[src/rtl/lcfg_pkg.sv]
// Shared definitions for the local-config target: one-hot state layout,
// the out-of-range read pattern and the register index width helper.
package lcfg_pkg;

    localparam int unsigned S_IDLE  = 0;
    localparam int unsigned S_WAIT  = 1;
    localparam int unsigned S_RESP  = 2;
    localparam int unsigned S_RECOV = 3;

    typedef enum logic [3:0] {
        ST_IDLE  = 4'(1 << S_IDLE),
        ST_WAIT  = 4'(1 << S_WAIT),
        ST_RESP  = 4'(1 << S_RESP),
        ST_RECOV = 4'(1 << S_RECOV)
    } state_t;

    localparam logic [31:0] ERR_RD_PATTERN = 32'hBAD0_0000;

    // Index width: enough bits to address n registers, never less than one.
    function automatic int unsigned calc_iw(input int unsigned n);
        return (n <= 2) ? 1 : $clog2(n);
    endfunction

endpackage

[src/rtl/lcfg_cfgi_regbank.sv]
// Register bank for the config target: NUM_REGS x 32-bit registers with one
// write port, a combinational read mux (out-of-range index reads 0) and a
// per-register write strobe that pulses the cycle after a write.
module lcfg_cfgi_regbank
    import lcfg_pkg::*;
#(
    parameter int unsigned            NUM_REGS  = 8,
    parameter int unsigned            IW        = calc_iw(NUM_REGS),
    parameter logic [NUM_REGS*32-1:0] REG_RESET = '0
) (
    input  logic                     clk,
    input  logic                     reset,
    input  logic                     wr_en,
    input  logic [IW-1:0]            wr_idx,
    input  logic [31:0]              wr_data,
    input  logic [IW-1:0]            rd_idx,
    output logic [31:0]              rd_data,
    output logic [NUM_REGS*32-1:0]   reg_out,
    output logic [NUM_REGS-1:0]      reg_wr_stb
);

    logic [NUM_REGS*32-1:0] regs;

    // Register storage and write strobe generation.
    always_ff @(posedge clk or posedge reset) begin
        if (reset) begin
            regs       <= REG_RESET;
            reg_wr_stb <= '0;
        end else begin
            reg_wr_stb <= '0;
            if (wr_en) begin
                for (int unsigned i = 0; i < NUM_REGS; i++) begin
                    if (wr_idx == IW'(i)) begin
                        regs[32*i +: 32] <= wr_data;
                        reg_wr_stb[i]    <= 1'b1;
                    end
                end
            end
        end
    end

    // Read mux; indices past the last register fall through to zero.
    always_comb begin
        rd_data = '0;
        for (int unsigned i = 0; i < NUM_REGS; i++) begin
            if (rd_idx == IW'(i)) rd_data = regs[32*i +: 32];
        end
    end

    assign reg_out = regs;

endmodule

[src/rtl/lcfg_cfgi_target.sv]
// Config-bus target: decodes an address window on the irdy/trdy bus, inserts
// WAIT_CYCLES wait states and answers with a single-cycle trdy.
// Optional feature macro: LCFG_CFGI_ERR_EN (sticky cfgi_err, error read pattern,
// error clear via bit31 written to the last register).
module lcfg_cfgi_target
    import lcfg_pkg::*;
#(
    parameter logic [15:0]            BASE_ADDR   = 16'h0040,
    parameter logic [15:0]            ADDR_MASK   = 16'hFFF0,
    parameter int unsigned            NUM_REGS    = 8,
    parameter int unsigned            WAIT_CYCLES = 0,
    parameter logic [NUM_REGS*32-1:0] REG_RESET   = '0
) (
    input  logic                     clk,
    input  logic                     reset,
    input  logic                     cfgi_irdy,
    input  logic [15:0]              cfgi_addr,
    input  logic                     cfgi_write,
    input  logic [31:0]              cfgi_wr_data,
    output logic                     cfgi_trdy,
    output logic [31:0]              cfgi_rd_data,
    output logic [NUM_REGS*32-1:0]   reg_out,
    output logic [NUM_REGS-1:0]      reg_wr_stb,
    output logic                     cfgi_err
);

    localparam int unsigned IW        = calc_iw(NUM_REGS);
    localparam logic [3:0]  WAIT_LOAD = 4'((WAIT_CYCLES == 0) ? 0 : WAIT_CYCLES - 1);

    state_t      state;
    logic [15:0] cap_addr;
    logic        cap_write;
    logic [31:0] cap_data;
    logic [3:0]  wait_cnt;

    logic          hit, start, enter_resp, abort;
    logic [15:0]   req_addr;
    logic          req_write;
    logic [IW-1:0] req_idx, cap_idx;
    logic          req_in_range, cap_in_range;
    logic [31:0]   bank_rd_data, resp_rd_data, bank_wr_data;
    logic          bank_wr_en;

    assign hit        = (cfgi_addr & ADDR_MASK) == BASE_ADDR;
    assign start      = (state == ST_IDLE) && cfgi_irdy && hit;
    assign enter_resp = (start && (WAIT_CYCLES == 0)) ||
                        ((state == ST_WAIT) && cfgi_irdy && (wait_cnt == '0));
    assign abort      = (state == ST_WAIT) && !cfgi_irdy;

    // With no wait states the response is formed from the live bus in IDLE;
    // once captured, only the captured copy is used.
    assign req_addr     = (state == ST_IDLE) ? cfgi_addr  : cap_addr;
    assign req_write    = (state == ST_IDLE) ? cfgi_write : cap_write;
    assign req_idx      = req_addr[IW-1:0];
    assign cap_idx      = cap_addr[IW-1:0];
    assign req_in_range = 32'(req_idx) < NUM_REGS;
    assign cap_in_range = 32'(cap_idx) < NUM_REGS;
    assign bank_wr_en   = (state == ST_RESP) && cap_write && cap_in_range;

    lcfg_cfgi_regbank #(
        .NUM_REGS  (NUM_REGS),
        .IW        (IW),
        .REG_RESET (REG_RESET)
    ) u_regbank (
        .clk        (clk),
        .reset      (reset),
        .wr_en      (bank_wr_en),
        .wr_idx     (cap_idx),
        .wr_data    (bank_wr_data),
        .rd_idx     (req_idx),
        .rd_data    (bank_rd_data),
        .reg_out    (reg_out),
        .reg_wr_stb (reg_wr_stb)
    );

    // Read response value for the request entering RESP; writes return zero.
    always_comb begin
        resp_rd_data = '0;
        if (!req_write) begin
            if (req_in_range) begin
                resp_rd_data = bank_rd_data;
            end
`ifdef LCFG_CFGI_ERR_EN
            else begin
                resp_rd_data = ERR_RD_PATTERN | {16'h0000, req_addr};
            end
`endif
        end
    end

    // Data presented to the bank; bit31 of the last register is the error-clear control.
    always_comb begin
        bank_wr_data = cap_data;
`ifdef LCFG_CFGI_ERR_EN
        if (32'(cap_idx) == NUM_REGS - 1) bank_wr_data[31] = 1'b0;
`endif
    end

    // Request FSM with wait counter, capture registers and registered response.
    always_ff @(posedge clk or posedge reset) begin
        if (reset) begin
            state        <= ST_IDLE;
            cap_addr     <= '0;
            cap_write    <= 1'b0;
            cap_data     <= '0;
            wait_cnt     <= '0;
            cfgi_trdy    <= 1'b0;
            cfgi_rd_data <= '0;
        end else begin
            cfgi_trdy    <= 1'b0;
            cfgi_rd_data <= '0;
            if (enter_resp) begin
                cfgi_trdy    <= 1'b1;
                cfgi_rd_data <= resp_rd_data;
            end
            unique case (state)
                ST_IDLE: begin
                    if (start) begin
                        cap_addr  <= cfgi_addr;
                        cap_write <= cfgi_write;
                        cap_data  <= cfgi_wr_data;
                        if (WAIT_CYCLES > 0) begin
                            state    <= ST_WAIT;
                            wait_cnt <= WAIT_LOAD;
                        end else begin
                            state <= ST_RESP;
                        end
                    end
                end
                ST_WAIT: begin
                    if (abort)           state <= ST_IDLE;
                    else if (enter_resp) state <= ST_RESP;
                    else                 wait_cnt <= wait_cnt - 4'd1;
                end
                ST_RESP: state <= ST_RECOV;
                ST_RECOV: begin
                    if (!cfgi_irdy) state <= ST_IDLE;
                end
                default: state <= ST_IDLE;
            endcase
        end
    end

`ifdef LCFG_CFGI_ERR_EN
    logic err_q;

    // Sticky error: set by out-of-range access or wait abort, cleared by bit31 to the last register.
    always_ff @(posedge clk or posedge reset) begin
        if (reset) begin
            err_q <= 1'b0;
        end else if (abort || (enter_resp && !req_in_range)) begin
            err_q <= 1'b1;
        end else if (bank_wr_en && (32'(cap_idx) == NUM_REGS - 1) && cap_data[31]) begin
            err_q <= 1'b0;
        end
    end

    assign cfgi_err = err_q;
`else
    logic unused_addr_bits;
    assign unused_addr_bits = ^req_addr[15:IW];
    assign cfgi_err         = 1'b0;
`endif

endmodule
[config.mk]
export PLATFORM = sky130hd
export DESIGN_NAME = lcfg_cfgi_target
export DESIGN_NICKNAME = d
export VERILOG_FILES = /design/src/rtl/lcfg_pkg.sv /design/src/rtl/lcfg_cfgi_regbank.sv /design/src/rtl/lcfg_cfgi_target.sv
export SDC_FILE = /design/constraint.sdc
export NUM_CORES = 1
export LEC_CHECK = 0
export CAP_MARGIN = 5
export CORE_ASPECT_RATIO = 0.7
export CORE_MARGIN = 5
export CORE_UTILIZATION = 35
export DETAILED_ROUTE_END_ITERATION = 10
export PLACE_DENSITY = 0.61
export SLEW_MARGIN = 20
export SYNTH_ARGS = -nofsm -noshare
export SYNTH_HDL_FRONTEND = slang
export SYNTH_HIERARCHICAL = 1
export SYNTH_SLANG_ARGS = --single-unit
[constraint.sdc]
create_clock -name clk -period 13.1 [get_ports clk]
set_input_delay 2.62 -clock clk [delete_from_list [all_inputs] [get_ports clk]]
set_output_delay 2.62 -clock clk [all_outputs]
set_load 0.01 [all_outputs]
==> out/qor_table.md, run 1 <==
| Group | Quantity | Reported |
|:---|:---|:---|
| power | Total power divided by cell area | 105 nW/µm² |
| drt | Total wire length | 52500 µm |
| power | Standby leakage power | 9.55 nW |
| sta | Worst max-slew margin expressed relative to the limit | 0.298 |
| synthesis | Number of instances in the synthesized netlist | 1227 |
| grt | Global routing usage summed across all routing layers | 0.211 |
| grt | Pin count of the biggest net entering global routing | 77 |
| placement | Placed wire-length estimate after detailed placement | 32800 µm |
| synthesis | Syn_nets | 1279 |
| layout | Number of cells in the finished layout apart from fillers | 2161 |
| die | Initial Util | 0.354 |
| setup path | Critical path peak fanout | 64 |
| placement | Number of cells after detailed placement | 2095 |
| clocking | Maximum level of the CTS H-tree | 2 |
| drt | Number of nets still failing antenna checks after routing | 0 |
| sta | Post-layout min period | 5760 ps |
| setup path | Startpoint-to-endpoint class of the critical path | input port to register |
| drt | Per-cell via count in the routed design | 5.19 |
| setup path | Worst EP arrival | 6170 ps |
| placement | Final RePlAce weighted congestion | 0.788 |
| sta | Measured slew at the worst slew-check pin | 1050 ps |
| layout | Fillers | 3945 |
| grt | Via count of the first global-routing pass | 11500 |
| grt | First-pass GRT wire length | 77700 µm |
| die | Die X | 261 µm |
| layout | Fin nets | 1592 |
| clocking | CTS tree | built |
| sta | Worst hold margin | 508 ps |
| clocking | CTS resizes | 0 |
| clocking | Number of clock sinks | 336 |
| layout | Highest-count cells in the layout ignoring fill and taps | sky130_fd_sc_hd__clkdlybuf4s50_1 (347), sky130_fd_sc_hd__dfrtp_1 (335), sky130_fd_sc_hd__nand2_1 (188), sky130_fd_sc_hd__mux2_2 (143), sky130_fd_sc_hd__mux2_4 (79) |
| clocking | Clock-pin slew of the registers on the worst-case setup and hold paths | 60 ps |
| clocking | Clock latency on the worst-skew pair | 530 ps |
| die | Die area | 48600 µm² |
| die | Die span in y | 186 µm |
| drt | Drc violations | 0 |
| clocking | Post-CTS Hold Fix Bufs | 0 |
| sta | Max Clock Skew | 16.5 ps |
| synthesis | Top cell type by total area after synthesis | sky130_fd_sc_hd__dfrtp_1 |
| drt | Via count | 11200 |
| drt | DR iter-0 viols | 738 |
| die | Rows | 64 |
| sta | Unrepaired setup endpoints after global routing | no |
| layout | Most common cell after layout, fill and taps aside | sky130_fd_sc_hd__clkdlybuf4s50_1 |
| synthesis | Share of the synthesized area in the top cell type | 0.541 |
| min path | Kind of path behind the tightest hold check | register to register |
| grt | Antenna violations before repair | 3 |
| drt | Number of search-and-repair iterations in the first detailed-routing pass | 5 |
| sta | Count of final max-slew check failures | 0 |
| layout | Layout overhead on the synthesized area | 32.4% |
| synthesis | Seq cells post-synth | 336 |
| synthesis | Sequential-to-total area share from yosys stat | 0.543 |
| die | Core area | 43700 µm² |
| grt | Global route overflow | 0 |
| clocking | Setup bufs post-CTS | 0 |
| outcome | Run status | complete, no violations |
| sta | Number of hold violations in the final report | 0 |
| synthesis | Synth Area per Inst | 12.6 µm² |
| setup path | CP Launch Type | input port |
| run | Max Cap Violations | 0 |
| power | Total net switching power | 0.000490 W |
| sta | Fin Setup TNS | 0 ps |
| setup path | CP Capture Type | register |
| sta | Maximum clock frequency | 174 MHz |
| clocking | Number of buffers created by CTS | 37 |
| sta | Share of the clock period used by the worst path after layout | 0.440 |
| power | Internal power contribution | 0.00166 W |
| layout | Layout cells sized above 1 | 0.207 |
| drt | Wire length per cell | 24.3 µm |
| clocking | Max Buffers Root-to-Sink | 3 |
| synthesis | Count of synthesis-stage warnings from yosys | 6 |
| power | Fraction of power spent switching nets | 0.228 |
| die | Number of I/O pins | 350 |
| synthesis | Top cells by area, synth | sky130_fd_sc_hd__dfrtp_1 (54%), sky130_fd_sc_hd__mux2_2 (11%), sky130_fd_sc_hd__mux2_4 (7.6%) |
| power | Clock network power share | 0.472 |
| synthesis | Number of distinct library cells after synthesis | 48 |
| placement | Total of buffers placed on input and output ports | 347 |
| sta | Total setup violations reported at the end of the flow | 0 |
| power | Highest ir drop seen on vdd | 0.0000723 V |
| setup path | CP Data Required Time | 13510 ps |
| power | Combinational group share of total power | 0.045 |
| power | Fraction of power consumed by sequential logic | 0.483 |
| clocking | Clock tree root buffer cell | sky130_fd_sc_hd__clkbuf_16 |
| synthesis | Netlist area before placement | 15500 µm² |
==> worst max-delay path, cell delays in order <==
cell and delay [ps]:
sky130_fd_sc_hd__clkdlybuf4s50_1 510, sky130_fd_sc_hd__mux2_8 520, sky130_fd_sc_hd__buf_4 820, sky130_fd_sc_hd__nor2b_2 840
sky130_fd_sc_hd__a21oi_1 220, sky130_fd_sc_hd__a221oi_1 300, sky130_fd_sc_hd__a21oi_1 60, sky130_fd_sc_hd__and2_1 170
==> cells by family (layout without fill, tap and decap cells) <==
kind of cell / count (synthesis) / in the layout / synth area share
mux: 289 / 289 / 0.225
buf+inv: 107 / 446 / 0.0420
compound gates: 182 / 182 / 0.0881
other cells: 1 / 2 / 0.000242
simple gates: 312 / 312 / 0.102
flops: 336 / 336 / 0.543
==> layout make-up <==
cell class,instances,area (µm²),area share
inverter,15,66.3,0.00324
clock buffer,56,1120,0.0545
antenna,1,2.50,0.000122
multi-input combinational,784,6480,0.316
sequential,336,8410,0.410
tap,594,743,0.0363
timing repair buffer,366,3620,0.177
clock inverter,9,56.3,0.00275
==> sequential cells by signal, summed over array words and instances (netlist names) <==
register	flops
state	3
u_regbank/reg_out	256
cap_addr	3
cfgi_trdy	1
u_regbank/reg_wr_stb	8
cap_write	1
cfgi_rd_data	32
bank_wr_data	32
==> per-stage QoR <==
| step | setup slack, ps | power [W] | instance area (µm²) | utilization |
|---|---|---|---|---|
| after global routing | 7260 | 0.00224 | 20500 | 0.469 |
| after global placement | 6960 | 0.00116 | 19300 | 0.442 |
| after CTS | 7500 | 0.00219 | 20500 | 0.469 |
| after floorplan | 3210 | 0.00112 | 15500 | - |
| after detailed placement | 6950 | 0.00116 | 19300 | 0.442 |
| final | 7340 | 0.00215 | 20500 | 0.469 |
==> power by group through the flow <==
stage / logic (W) / clock network (W) / registers, W
final: 0.0000969 / 0.00101 / 0.00104
after global routing: 0.000106 / 0.00109 / 0.00104
after CTS: 0.0000984 / 0.00105 / 0.00104
after detailed placement: 0.0000982 / 0 / 0.00106
after global placement: 0.0000977 / 0 / 0.00106
after floorplan: 0.0000609 / 0 / 0.00106
==> final timing paths <==
path                                     endpoint  slack (ps)  cells after the start              startpoint
hold / removal             u_regbank/reg_out[237]         510                      2  u_regbank/reg_out[237]
max in group asynchronous   u_regbank/reg_out[55]        9000                      3                   reset
hold reg to reg            u_regbank/reg_out[237]         510                      2  u_regbank/reg_out[237]
setup reg to reg                 cfgi_rd_data[12]        8950                      8                state[0]
min in group asynchronous        cfgi_rd_data[24]        2600                      2                   reset
setup / recovery                 cfgi_rd_data[12]        7340                      8            cfgi_addr[0]
==> synthesized netlist by cell type (all sizes together) <==
| library cell | number |
|---|---|
| a21o | 7 |
| a21oi | 45 |
| a221o | 24 |
| a221oi | 7 |
| a22o | 24 |
| a22oi | 1 |
| and2 | 32 |
| and3 | 2 |
| buf | 67 |
| clkbuf | 25 |
| conb | 1 |
| dfrtp | 335 |
| dfstp | 1 |
| inv | 15 |
| mux2 | 232 |
| mux2i | 57 |
| nand2 | 188 |
| nand2b | 34 |
| nand3b | 26 |
| nand4 | 1 |
| nand4b | 2 |
| nor2 | 14 |
| nor2b | 2 |
| nor3 | 4 |
| nor3b | 1 |
| nor4 | 1 |
| nor4b | 1 |
| nor4bb | 1 |
| o2111ai | 7 |
| o211ai | 32 |
| o21ai | 11 |
| o2bb2ai | 24 |
| or2 | 3 |
==> per-layer routing <==
layer,up-vias,global-route usage,part of all wire,wire [µm]
met3,61,0.0530,0.075,3910
met5,-,0,0,0
met2,380,0.330,0.45,23600
li1,4972,-,-,-
met1,5794,0.300,0.46,23900
met4,0,0.0443,0.020,1060
Power figures use the tool's default switching activity.
==> inputs of run 2 (changes only) <==
clock period = 5.7 ns   (was 13.1 ns; I/O delays follow)
==> out/qor_table.md, run 2 (synthesis gave the netlist of run 1 again) <==
| Group | Quantity | Reported | vs previous |
|:---|:---|:---|:---|
| grt | Via count of the first global-routing pass | 11400 | -0.70% |
| power | Total power divided by cell area | 242 nW/µm² | +130% |
| layout | Final instance area | 20500 µm² | +0.11% |
| clocking | CTS tree | built |  |
| setup path | List of cells traversed by the critical path | clkdlybuf4s50_1, mux2_8, nor2b_2, a21oi_1, a221oi_1, a21oi_1, and2_1 |  |
| drt | Number of search-and-repair iterations in the first detailed-routing pass | 5 | unchanged |
| sta | Share of the clock period used by the worst path after layout | 0.604 |  |
| sta | Measured slew at the worst slew-check pin | 1200 ps | +148 ps |
| clocking | Setup bufs post-CTS | 0 | unchanged |
| sta | Total setup violations reported at the end of the flow | 0 | unchanged |
| sta | Fin Setup TNS | 0 ps | unchanged |
| setup path | CP Launch Type | input port |  |
| setup path | Most numerous cell on the critical path | sky130_fd_sc_hd__a21oi_1 |  |
| setup path | Slowest library cell on the worst path | sky130_fd_sc_hd__nor2b_2 |  |
| sta | Max Clock Skew | 11.6 ps | -4.89 ps |
| layout | Fin nets | 1594 | +0.13% |
| grt | Antenna violations before repair | 0 | -3 |
| layout | Most common cell after layout, fill and taps aside | sky130_fd_sc_hd__clkdlybuf4s50_1 |  |
| clocking | CTS resizes | 0 | unchanged |
| power | Standby leakage power | 9.55 nW | about the same |
| setup path | Startpoint-to-endpoint class of the critical path | input port to register |  |
| placement | Number of cells after detailed placement | 2098 | +0.14% |
| drt | Number of nets still failing antenna checks after routing | 0 | unchanged |
| sta | Count of final max-slew check failures | 0 | unchanged |
| clocking | Max Buffers Root-to-Sink | 3 | unchanged |
| drt | Per-cell via count in the routed design | 5.22 | +0.62% |
| sta | Unrepaired setup endpoints after global routing | no |  |
| min path | Kind of path behind the tightest hold check | register to register |  |
| placement | Worst setup slack before clock tree synthesis | 1750 ps | -5210 ps |
| grt | Global routing usage summed across all routing layers | 0.210 | -0.000752 |
| outcome | Run status | complete, no violations |  |
| drt | DR iter-0 viols | 775 | +5.0% |
| drt | Via count | 11300 | +0.53% |
| grt | Pin count of the biggest net entering global routing | 147 | +91% |
| sta | PnR worst setup slack | 2260 ps | -5080 ps |
| sta | Worst max-slew margin expressed relative to the limit | 0.201 | -0.0969 |
| drt | Total wire length | 52500 µm | about the same |
| clocking | Maximum level of the CTS H-tree | 2 | unchanged |
| clocking | Post-CTS Hold Fix Bufs | 0 | unchanged |
| die | Die X | 261 µm | unchanged |
| run | Max Cap Violations | 0 | unchanged |
| die | Core area | 43700 µm² | unchanged |
| drt | Drc violations | 0 | unchanged |
| placement | Placement Cell Area | 19400 µm² | +0.19% |
| die | Die area | 48600 µm² | unchanged |
| sta | Worst hold margin | 512 ps | +4.00 ps |
| setup path | Highest cell delay on the worst timing path | 890 ps | +50 ps |
| layout | Largest register FFs | 256 | unchanged |
| layout | Highest-count cells in the layout ignoring fill and taps | sky130_fd_sc_hd__clkdlybuf4s50_1 (347), sky130_fd_sc_hd__dfrtp_1 (335), sky130_fd_sc_hd__nand2_1 (188), sky130_fd_sc_hd__mux2_2 (143), sky130_fd_sc_hd__mux2_4 (79) |  |
| die | Die span in y | 186 µm | unchanged |
| layout | Layout overhead on the synthesized area | 32.5% |  |
| clocking | Number of clock sinks | 336 | unchanged |
| placement | Total of buffers placed on input and output ports | 347 | unchanged |
| layout | Number of cells in the finished layout apart from fillers | 2159 | -0.093% |
| die | Number of I/O pins | 350 | unchanged |
| sta | Maximum clock frequency | 291 MHz |  |
| drt | Wire length per cell | 24.3 µm | +0.13% |
| placement | Placed wire-length estimate after detailed placement | 32900 µm | +0.33% |
| setup path | CP Data Required Time | 6120 ps | -7390 ps |
| setup path | CP Capture Type | register |  |
| power | Highest ir drop seen on vdd | 0.000154 V | +110% |
| sta | Post-layout min period | 3440 ps |  |
| layout | Fillers | 3988 | +1.1% |
| clocking | Clock latency on the worst-skew pair | 530 ps | about the same |
| setup path | Worst EP arrival | 3860 ps | -2310 ps |
| die | Initial Util | 0.354 | unchanged |
| die | Rows | 64 | unchanged |
| placement | Final RePlAce weighted congestion | 0.780 | -1.1% |
| setup path | Critical path peak fanout | 67 | +4.7% |
| grt | Global route overflow | 0 | unchanged |
| sta | Number of hold violations in the final report | 0 | unchanged |
| clocking | Clock tree root buffer cell | sky130_fd_sc_hd__clkbuf_16 |  |
| layout | Ant. Diodes | 0 | -1 |
| clocking | Clock-pin slew of the registers on the worst-case setup and hold paths | 60 ps | about the same |
| layout | Layout cells sized above 1 | 0.208 | +0.000771 |
| clocking | Number of buffers created by CTS | 36 | -2.7% |
| grt | First-pass GRT wire length | 77200 µm | -0.67% |
==> run 2: where the power goes <==
group | internal (W) | total, W | switching, W
combinational | 0.0000794 | 0.000227 | 0.000147
clock | 0.00136 | 0.00234 | 0.000979
sequential | 0.00239 | 0.00239 | 0.00000277
==> run 2: metrics by stage <==
step | total power, W | util
after detailed placement | 0.00266 | 0.443
final | 0.00496 | 0.469
after floorplan | 0.00257 | -
after global routing | 0.00514 | 0.469
after CTS | 0.00502 | 0.469
after global placement | 0.00266 | 0.443
==> run 2: path summary, 6_finish.rpt <==
| kind | start | to | slack, ps | depth (start not counted) |
|---|---|---|---|---|
| max | cfgi_addr[0] | cfgi_rd_data[8] | 2260 | 7 |
| min | u_regbank/reg_out[243] | u_regbank/reg_out[243] | 510 | 2 |
| max reg2reg | state[0] | cfgi_rd_data[28] | 2390 | 7 |
| min reg2reg | u_regbank/reg_out[243] | u_regbank/reg_out[243] | 510 | 2 |
| max in group asynchronous | reset | u_regbank/reg_out[3] | 3380 | 4 |
| min in group asynchronous | reset | bank_wr_data[24] | 1200 | 2 |
==> run 2: layer usage <==
| layer | global-route usage | share of wire | up-vias |
|---|---|---|---|
| met5 | 0 | 0 | - |
| li1 | - | - | 4971 |
| met4 | 0.0460 | 0.019 | 0 |
| met1 | 0.301 | 0.46 | 5814 |
| met3 | 0.0506 | 0.073 | 70 |
| met2 | 0.326 | 0.45 | 411 |
==> run 2: area by class of cell <==
type,count,area [µm²],share of cell area
inverter,15,62.6,0.00305
timing repair buffer,369,3660,0.179
clock buffer,52,1080,0.0527
sequential,336,8410,0.410
tap,594,743,0.0362
clock inverter,9,80.1,0.00390
multi-input combinational,784,6480,0.316
==> run 2: critical path, delay by kind of cell <==
family | cells | cell delay, ps
buffers and inverters | 1 | 500
multiplexers | 1 | 550
AO/OA/AOI/OAI | 3 | 600
AND/OR/NAND/NOR | 2 | 1060
